==> src/rtl/zero_run_win_ctrl.sv <==
// zero_run_win_ctrl: windowed controller for the serial zero-run detector.
// Arms on start, samples `in` for win_len cycles, counts overlapping runs of
// RUN_LEN zeros, optionally stops early at max_hits, and pulses done once.
// Ports:
//   clk, rst     - clock (rising edge), asynchronous active-low reset
//   start        - arm request (IDLE only); win_len/max_hits latched here
//   abort        - cancel open window without done
//   win_len      - samples per window (0 = immediate done)
//   max_hits     - early-stop hit limit (0 = none)
//   in           - serial data bit
//   busy, done   - window open / one-cycle completion pulse
//   hit, hit_cnt - registered per-hit flag and saturating hit count
//   ovf          - sticky: a hit arrived while hit_cnt was all-ones
module zero_run_win_ctrl #(
    parameter int unsigned RUN_LEN = 4,
    parameter int unsigned WIN_W   = 8,
    parameter int unsigned CNT_W   = 4
) (
    input  logic             clk,
    input  logic             rst,
    input  logic             start,
    input  logic             abort,
    input  logic [WIN_W-1:0] win_len,
    input  logic [CNT_W-1:0] max_hits,
    input  logic             in,
    output logic             busy,
    output logic             done,
    output logic             hit,
    output logic [CNT_W-1:0] hit_cnt,
    output logic             ovf
);

    localparam int unsigned RUN_W = $clog2(RUN_LEN + 1);

    typedef enum logic [1:0] {
        IDLE = 2'd0,
        RUN  = 2'd1,
        DONE = 2'd2
    } state_t;

    state_t             state, state_d;
    logic [RUN_W-1:0]   run_cnt, run_cnt_d;
    logic [WIN_W-1:0]   win_cnt, win_cnt_d;
    logic [WIN_W-1:0]   win_len_q, win_len_d;
    logic [CNT_W-1:0]   max_hits_q, max_hits_d;
    logic [CNT_W-1:0]   hit_cnt_d, hit_cnt_inc;
    logic               hit_d, ovf_d, busy_d, done_d;
    logic               sample_hit, last_sample, early_stop, cnt_full;

    // Sample-level decodes used by the RUN branch
    always_comb begin
        cnt_full    = &hit_cnt;
        hit_cnt_inc = cnt_full ? hit_cnt : hit_cnt + CNT_W'(1);
        // run_cnt already holds RUN_LEN-1 zeros: this zero completes a run
        sample_hit  = (state == RUN) && !abort && !in
                      && (run_cnt >= RUN_W'(RUN_LEN - 1));
        last_sample = (win_cnt == win_len_q - WIN_W'(1));
        early_stop  = sample_hit && (max_hits_q != '0)
                      && (hit_cnt_inc == max_hits_q);
    end

    // Next-state and next-output logic
    always_comb begin
        state_d    = state;
        run_cnt_d  = run_cnt;
        win_cnt_d  = win_cnt;
        win_len_d  = win_len_q;
        max_hits_d = max_hits_q;
        hit_cnt_d  = hit_cnt;
        ovf_d      = ovf;
        hit_d      = 1'b0;

        case (state)
            IDLE: begin
                if (start) begin
                    win_len_d  = win_len;
                    max_hits_d = max_hits;
                    hit_cnt_d  = '0;
                    ovf_d      = 1'b0;
                    run_cnt_d  = '0;
                    win_cnt_d  = '0;
                    state_d    = (win_len != '0) ? RUN : DONE;
                end
            end
            RUN: begin
                if (abort) begin
                    state_d = IDLE;
                end else begin
                    win_cnt_d = win_cnt + WIN_W'(1);
                    if (in) begin
                        run_cnt_d = '0;
                    end else if (run_cnt != RUN_W'(RUN_LEN)) begin
                        run_cnt_d = run_cnt + RUN_W'(1);
                    end
                    if (sample_hit) begin
                        hit_d     = 1'b1;
                        hit_cnt_d = hit_cnt_inc;
                        if (cnt_full) begin
                            ovf_d = 1'b1;
                        end
                    end
                    if (early_stop || last_sample) begin
                        state_d = DONE;
                    end
                end
            end
            DONE: begin
                state_d = IDLE;
            end
            default: begin
                state_d = IDLE;
            end
        endcase

        busy_d = (state_d == RUN);
        done_d = (state_d == DONE);
    end

    // State and output registers
    always_ff @(posedge clk or negedge rst) begin
        if (!rst) begin
            state      <= IDLE;
            run_cnt    <= '0;
            win_cnt    <= '0;
            win_len_q  <= '0;
            max_hits_q <= '0;
            busy       <= 1'b0;
            done       <= 1'b0;
            hit        <= 1'b0;
            hit_cnt    <= '0;
            ovf        <= 1'b0;
        end else begin
            state      <= state_d;
            run_cnt    <= run_cnt_d;
            win_cnt    <= win_cnt_d;
            win_len_q  <= win_len_d;
            max_hits_q <= max_hits_d;
            busy       <= busy_d;
            done       <= done_d;
            hit        <= hit_d;
            hit_cnt    <= hit_cnt_d;
            ovf        <= ovf_d;
        end
    end

endmodule

==> config.mk <==
export PLATFORM = sky130hd
export DESIGN_NAME = zero_run_win_ctrl
export DESIGN_NICKNAME = d
export VERILOG_FILES = /design/src/rtl/zero_run_win_ctrl.sv
export SDC_FILE = /design/constraint.sdc
export NUM_CORES = 1
export LEC_CHECK = 0
export CORE_ASPECT_RATIO = 1.25
export CORE_MARGIN = 2
export CORE_UTILIZATION = 50
export DETAILED_ROUTE_END_ITERATION = 8
export PLACE_DENSITY = 0.74
export SLEW_MARGIN = 20
export SYNTH_ARGS = -nofsm -noshare
export SYNTH_HDL_FRONTEND = slang
export SYNTH_SLANG_ARGS = --single-unit
==> constraint.sdc <==
create_clock -name clk -period 4.55 [get_ports clk]
set_input_delay 0.6825 -clock clk [delete_from_list [all_inputs] [get_ports clk]]
set_output_delay 0.6825 -clock clk [all_outputs]
set_load 0.005 [all_outputs]
==> results of run 1 <==
==> sequential cells by signal (all words and copies together), names as in the netlist <==
name / flops
ovf: 1
hit_cnt: 4
hit: 1
run_cnt: 3
max_hits_q: 4
busy: 1
win_len_q: 8
state: 2
done: 1
win_cnt: 8
==> routing by layer <==
layer  vias up  part of all wire, %  global-route usage, %
met4         0                  2.2                   8.33
met1       718                   42                   25.1
li1        725                    -                      -
met2        29                   53                   38.7
met5         -                    0                      0
met3         9                  3.3                   4.26
==> final cells by class <==
class | count | area [µm²]
Timing Repair Buffer | 26 | 255
Inverter | 9 | 33.8
Tap cell | 40 | 50.0
Clock buffer | 7 | 86.3
Sequential cell | 33 | 826
Fill cell | 319 | 1430
Multi-Input combinational cell | 141 | 1010
Clock inverter | 1 | 30.0
==> through the flow <==
stage	hold slack (ns)	power, µW	cells	cell area [µm²]
finish	0.516	1070	257	2290
global route	0.558	1150	257	2290
CTS	0.528	1080	257	2290
detailed placement	0.513	794	249	2180
global placement	0.495	776	249	2180
floorplan	0.387	686	190	1910
==> cell usage after synthesis (all sizes together), types with 2 or more instances <==
| cell type | number | area, µm² |
|---|---|---|
| or4 | 3 | 26.3 |
| xnor2 | 9 | 78.8 |
| a31oi | 2 | 12.5 |
| a211oi | 2 | 20.0 |
| clkbuf | 4 | 15.0 |
| o21ai | 11 | 55.1 |
| mux2 | 13 | 146 |
| nor3 | 4 | 20.0 |
| nor2b | 2 | 12.5 |
| nand4 | 3 | 18.8 |
| a21oi | 11 | 58.8 |
| buf | 3 | 21.3 |
| a31o | 2 | 17.5 |
| xor2 | 10 | 87.6 |
| a21o | 3 | 25.0 |
| dfrtp | 33 | 826 |
| ha | 6 | 75.1 |
| nand3 | 6 | 30.0 |
| nand2 | 11 | 41.3 |
| nor4 | 2 | 27.5 |
| inv | 9 | 33.8 |
| a22o | 2 | 17.5 |
| nand2b | 2 | 20.0 |
| mux2i | 3 | 30.0 |
| nor2 | 19 | 71.3 |
==> cell usage in the layout (no fill, tap or decap), types with 6 or more instances in the layout <==
cell type / instances
dfrtp_1: 33
clkdlybuf4s50_1: 24
nor2_1: 19
mux2_2: 13
nand2_1: 11
xor2_1: 10
a21oi_1: 10
inv_1: 9
xnor2_1: 9
o21ai_0: 9
nand3_1: 6
ha_1: 6
clkbuf_8: 6
==> final timing paths <==
| kind | to | cells past startpoint |
|---|---|---|
| worst max-delay path | busy | 6 |
| worst min-delay path | ovf | 2 |
| worst max register to register | state[1] | 7 |
| worst min register to register | ovf | 2 |
| max in group asynchronous | busy | 2 |
| min in group asynchronous | win_len_q[7] | 2 |
==> power breakdown <==
part | switching (µW) | leakage (µW) | internal, µW
sequential | 91.4 | 0.000426 | 353
combinational | 161 | 0.000512 | 185
clock | 106 | 0.0000585 | 179
==> critical path, stage by stage <==
cell and delay, ns:
clkdlybuf4s50_1 0.42, or4_1 0.58, o21ai_0 0.41, nand2_1 0.11
o21ai_1 0.19, a21oi_1 0.06
==> kinds of logic (layout without fill, tap and decap cells) <==
family	count (synthesis)	in the layout	synth area share, %
and+or+nand+nor	60	60	17.2
adders and majority gates	7	7	4.46
DFF	33	33	43.3
AOI/OAI and AO/OA	39	39	13.5
buffers and inverters	16	43	3.67
muxes	16	16	9.24
xor gates and xnor gates	19	19	8.72
==> results.yml, run 1 <==
critical_path:
  critical_path.endpoint_type: "flop"
  critPathMaxFanout: 4
  crit_arrival_ns: 2.46
  cp-startpoint: "win_len[5]"
  worstSetupPathType: "in2reg"
  reg2reg_from: "hit_cnt[0]"
  r2r_setup_slack_ns: 2.38
  start_kind: "input port"
  worstPathRequired_ns: 4.70
placed_design:
  place.detailed.hpwl_um: 3010
  gp_congestion: 0.900
  place_ws_ns: 1.97
  io_buffers: 24
route:
  wire_per_inst_um: 15.9
  firstDrtPassIters: 4
  first_iter_violations: 56
  wl_um: 4080
  vias: 1481
  vias_per_cell: 5.76
  ant_nets: 0
  drc: 0
die:
  start_util_pct: 51.3
  pin_count: 25
  die_area_um2: 4330
  num_rows: 25
  dieWidth_um: 59.3
  core_area_um2: 3720
  die_h_um: 73.1
clock_tree:
  clk_path_buf_depth: 2
  cts_buffers: 5
  clockRootBuffer: "clkbuf_8"
  post_cts_buffers: 0
  cts.sinks: 33
  hold_buffers: 0
  ctsResizeCount: 0
  ctsHtreeMaxLevel: 2
  clock_latency_ns: 0.29
  cts_tree: "yes"
  path_clk_slew_ns: 0.07
synth:
  yosys_warnings: 0
  syn_nets: 213
  synth_edf_count: 0
  synth-seq-cells: 33
  syn_inst: 190
  synthArstFlopShare_pct: 100
  seq_area_frac_synth_pct: 43.3
  ys_types: 48
  synthFlopType: "dfrtp_1"
  synth.cell_area_um2: 1910
  syn-mean-instance-area_um2: 10.0
cells_and_area:
  drive_gt1_share_pct: 14.3
  antenna_cells: 0
  nets: 239
  utilization_pct: 61.6
  area_growth_pct: 20.2
grt:
  grt_pass1_wl_um: 7110
  grt.total_usage_pct: 21.7
  antenna_found_initial: 0
  grt_max_degree: 34
  grt_pass1_vias: 1563
  globalRoute.totalOverflow: 0
power_and_ir_drop:
  leakage_uw: 0.000996
  peakVddDrop_uv: 377
  p_per_area_nw_per_um2: 468
sta:
  finalWorstSetupSlack_ns: 2.24
  tns_ns: 0
  rsz0062_at_grt: "no"
  setup_viol: 0
  fin_crit_sh_pct: 50.9
  maxSlewViolCount: 0
  max-slew-margin-rel_pct: 67.1
  hold_violations: 0
  tightest_slew_ns: 0.491
  max_freq_ghz: 0.432
  fin_crit_ns: 2.31
  skew_ns: 0.00908
min_path:
  min_from: "ovf"
  hp-class: "reg2reg"
status:
  status: "finished, final reports clean"
run:
  maxCapViolations: 0
No activity file was read; power rests on OpenSTA's default activity.
==> inputs of run 2 (changes only) <==
==> constraint.sdc (replaced) <==
create_clock -name clk -period 2.3 [get_ports clk]
set_input_delay 0.345 -clock clk [delete_from_list [all_inputs] [get_ports clk]]
set_output_delay 0.345 -clock clk [all_outputs]
set_load 0.005 [all_outputs]
==> results.yml, run 2 (synthesis gave the netlist of run 1 again) <==
power_and_ir_drop:
  p_seq_share_pct: 40.4
  peakVddDrop_uv: 553
  finalPower_uw: 2160
  p_comb_share_pct: 33.2
  p_sw_share_pct: 33.5
  power.internal_uw: 1430
  netSwitchingPower_uw: 723
  p_per_area_nw_per_um2: 931
  clkPwrFrac_pct: 26.4
  leakage_uw: 0.00101
sta:
  skew_ns: 0.00490
  fin_crit_sh_pct: 91.8
  tns_ns: 0
  setup_viol: 0
  max_freq_ghz: 0.474
  hold_violations: 0
  max-slew-margin-rel_pct: 68.6
  tightest_slew_ns: 0.469
  maxSlewViolCount: 0
  fin_crit_ns: 2.11
  rsz0062_at_grt: "no"
cells_and_area:
  top_regs: "win_cnt x8, win_len_q x8"
  area_growth_pct: 21.4
  drive_gt1_share_pct: 15.9
  antenna_cells: 0
  final_cell_mix: "dfrtp_1 (32), clkdlybuf4s50_1 (24), nor2_1 (19)"
  nets: 242
  final_common_cell: "dfrtp_1"
  utilization_pct: 62.3
  design_area_um2: 2320
critical_path:
  start_kind: "flop"
  timing.rr.end: "state[1]"
  slowest_delay_ns: 0.47
  path_cells: "ha_1 > nand3_1 > mux2i_1 > mux2_2 > o211ai_1 > o21ai_1 > a21o_2"
  worstSetupPathType: "reg2reg"
  reg2reg_depth: 7
  critical_path.endpoint_type: "flop"
  cp-startpoint: "hit_cnt[1]"
  reg2reg_from: "hit_cnt[1]"
  worstPathRequired_ns: 2.48
  critPathMaxFanout: 8
  r2r_setup_slack_ns: 0.19
  crit_slowest_cell: "dfrtp_2"
  crit_arrival_ns: 2.29
  critPathCapture: "state[1]"
route:
  ant_nets: 0
  wl_um: 4100
  first_iter_violations: 65
  wire_per_inst_um: 15.8
  vias_per_cell: 5.80
  drc: 0
  firstDrtPassIters: 4
  vias: 1509
min_path:
  hp-class: "in2async"
clock_tree:
  path_clk_slew_ns: 0.07
  clockRootBuffer: "clkbuf_8"
  clock_latency_ns: 0.29
  clk_path_buf_depth: 2
  cts.sinks: 33
  post_cts_buffers: 0
  cts_buffers: 5
  hold_buffers: 0
  ctsResizeCount: 0
  ctsHtreeMaxLevel: 2
  cts_tree: "yes"
die:
  num_rows: 25
  dieWidth_um: 59.3
  core_area_um2: 3720
  die_h_um: 73.1
  pin_count: 25
  start_util_pct: 51.3
  die_area_um2: 4330
placed_design:
  io_buffers: 24
  place.detailed.hpwl_um: 3080
  gp_congestion: 0.851
  placed_cell_area_um2: 2200
grt:
  grt_pass1_wl_um: 7040
  grt.total_usage_pct: 21.9
  grt_max_degree: 34
  grt_pass1_vias: 1538
  antenna_found_initial: 0
  globalRoute.totalOverflow: 0
status:
  status: "finished, final reports clean"
run:
  maxCapViolations: 0
[run 2: cell count changes in the layout (fill, tap and decap cells not counted)]
cell	delta
dfrtp_2	+1
dfrtp_1	-1
buf_4	+3
[run 2: through the flow]
stage / setup slack (ns) / hold WS (ns) / std cells
after floorplan: 0.419 / 0.0494 / 190
after global placement: 0.209 / 0.501 / 252
after detailed placement: 0.0990 / 0.511 / 252
after CTS: 0.144 / 0.466 / 260
after global routing: 0.0389 / 0.492 / 260
final: 0.189 / 0.458 / 260
[run 2: layer usage]
layer	routed length [µm]	share of wire (%)	vias to the layer above	track usage, %
met1	1660	40	746	24.5
met5	0	0	-	0
met2	2280	55	28	39.6
met4	66	1.6	0	8.84
li1	-	-	729	-
met3	106	2.6	6	4.43
[run 2: how the worst min path moves through the flow]
stage,startpoint,to,slack (ns)
floorplan,rst,busy,0.05
global placement,ovf,ovf,0.50
detailed placement,ovf,ovf,0.51
CTS,rst,win_len_q[5],0.47
global route,rst,win_len_q[1],0.49
finish,rst,win_len_q[7],0.46
[run 2: critical path: cells and delay by family (launching register included)]
kind                       cells  cell delay (ns)
AOI/OAI and AO/OA              3             0.44
adders and majority gates      1             0.26
DFF                            1             0.47
muxes                          2             0.61
and+or+nand+nor                1             0.21
[run 2: power groups by stage]
| stage | Clock (µW) | Combinational (µW) | Sequential, µW |
|---|---|---|---|
| floorplan | 0 | 532 | 825 |
| global placement | 0 | 679 | 869 |
| detailed placement | 0 | 717 | 878 |
| CTS | 583 | 722 | 868 |
| global route | 614 | 811 | 896 |
| finish | 570 | 717 | 871 |
[run 2: area by class of cell]
| cell class | count | area, µm² |
|---|---|---|
| repair buffers | 29 | 278 |
| multi-input cells | 141 | 1010 |
| inverters | 9 | 33.8 |
| fillers | 332 | 1400 |
| well taps | 40 | 50.0 |
| clock buffers | 7 | 86.3 |
| clock inverters | 1 | 30.0 |
| flip-flops and latches | 33 | 827 |
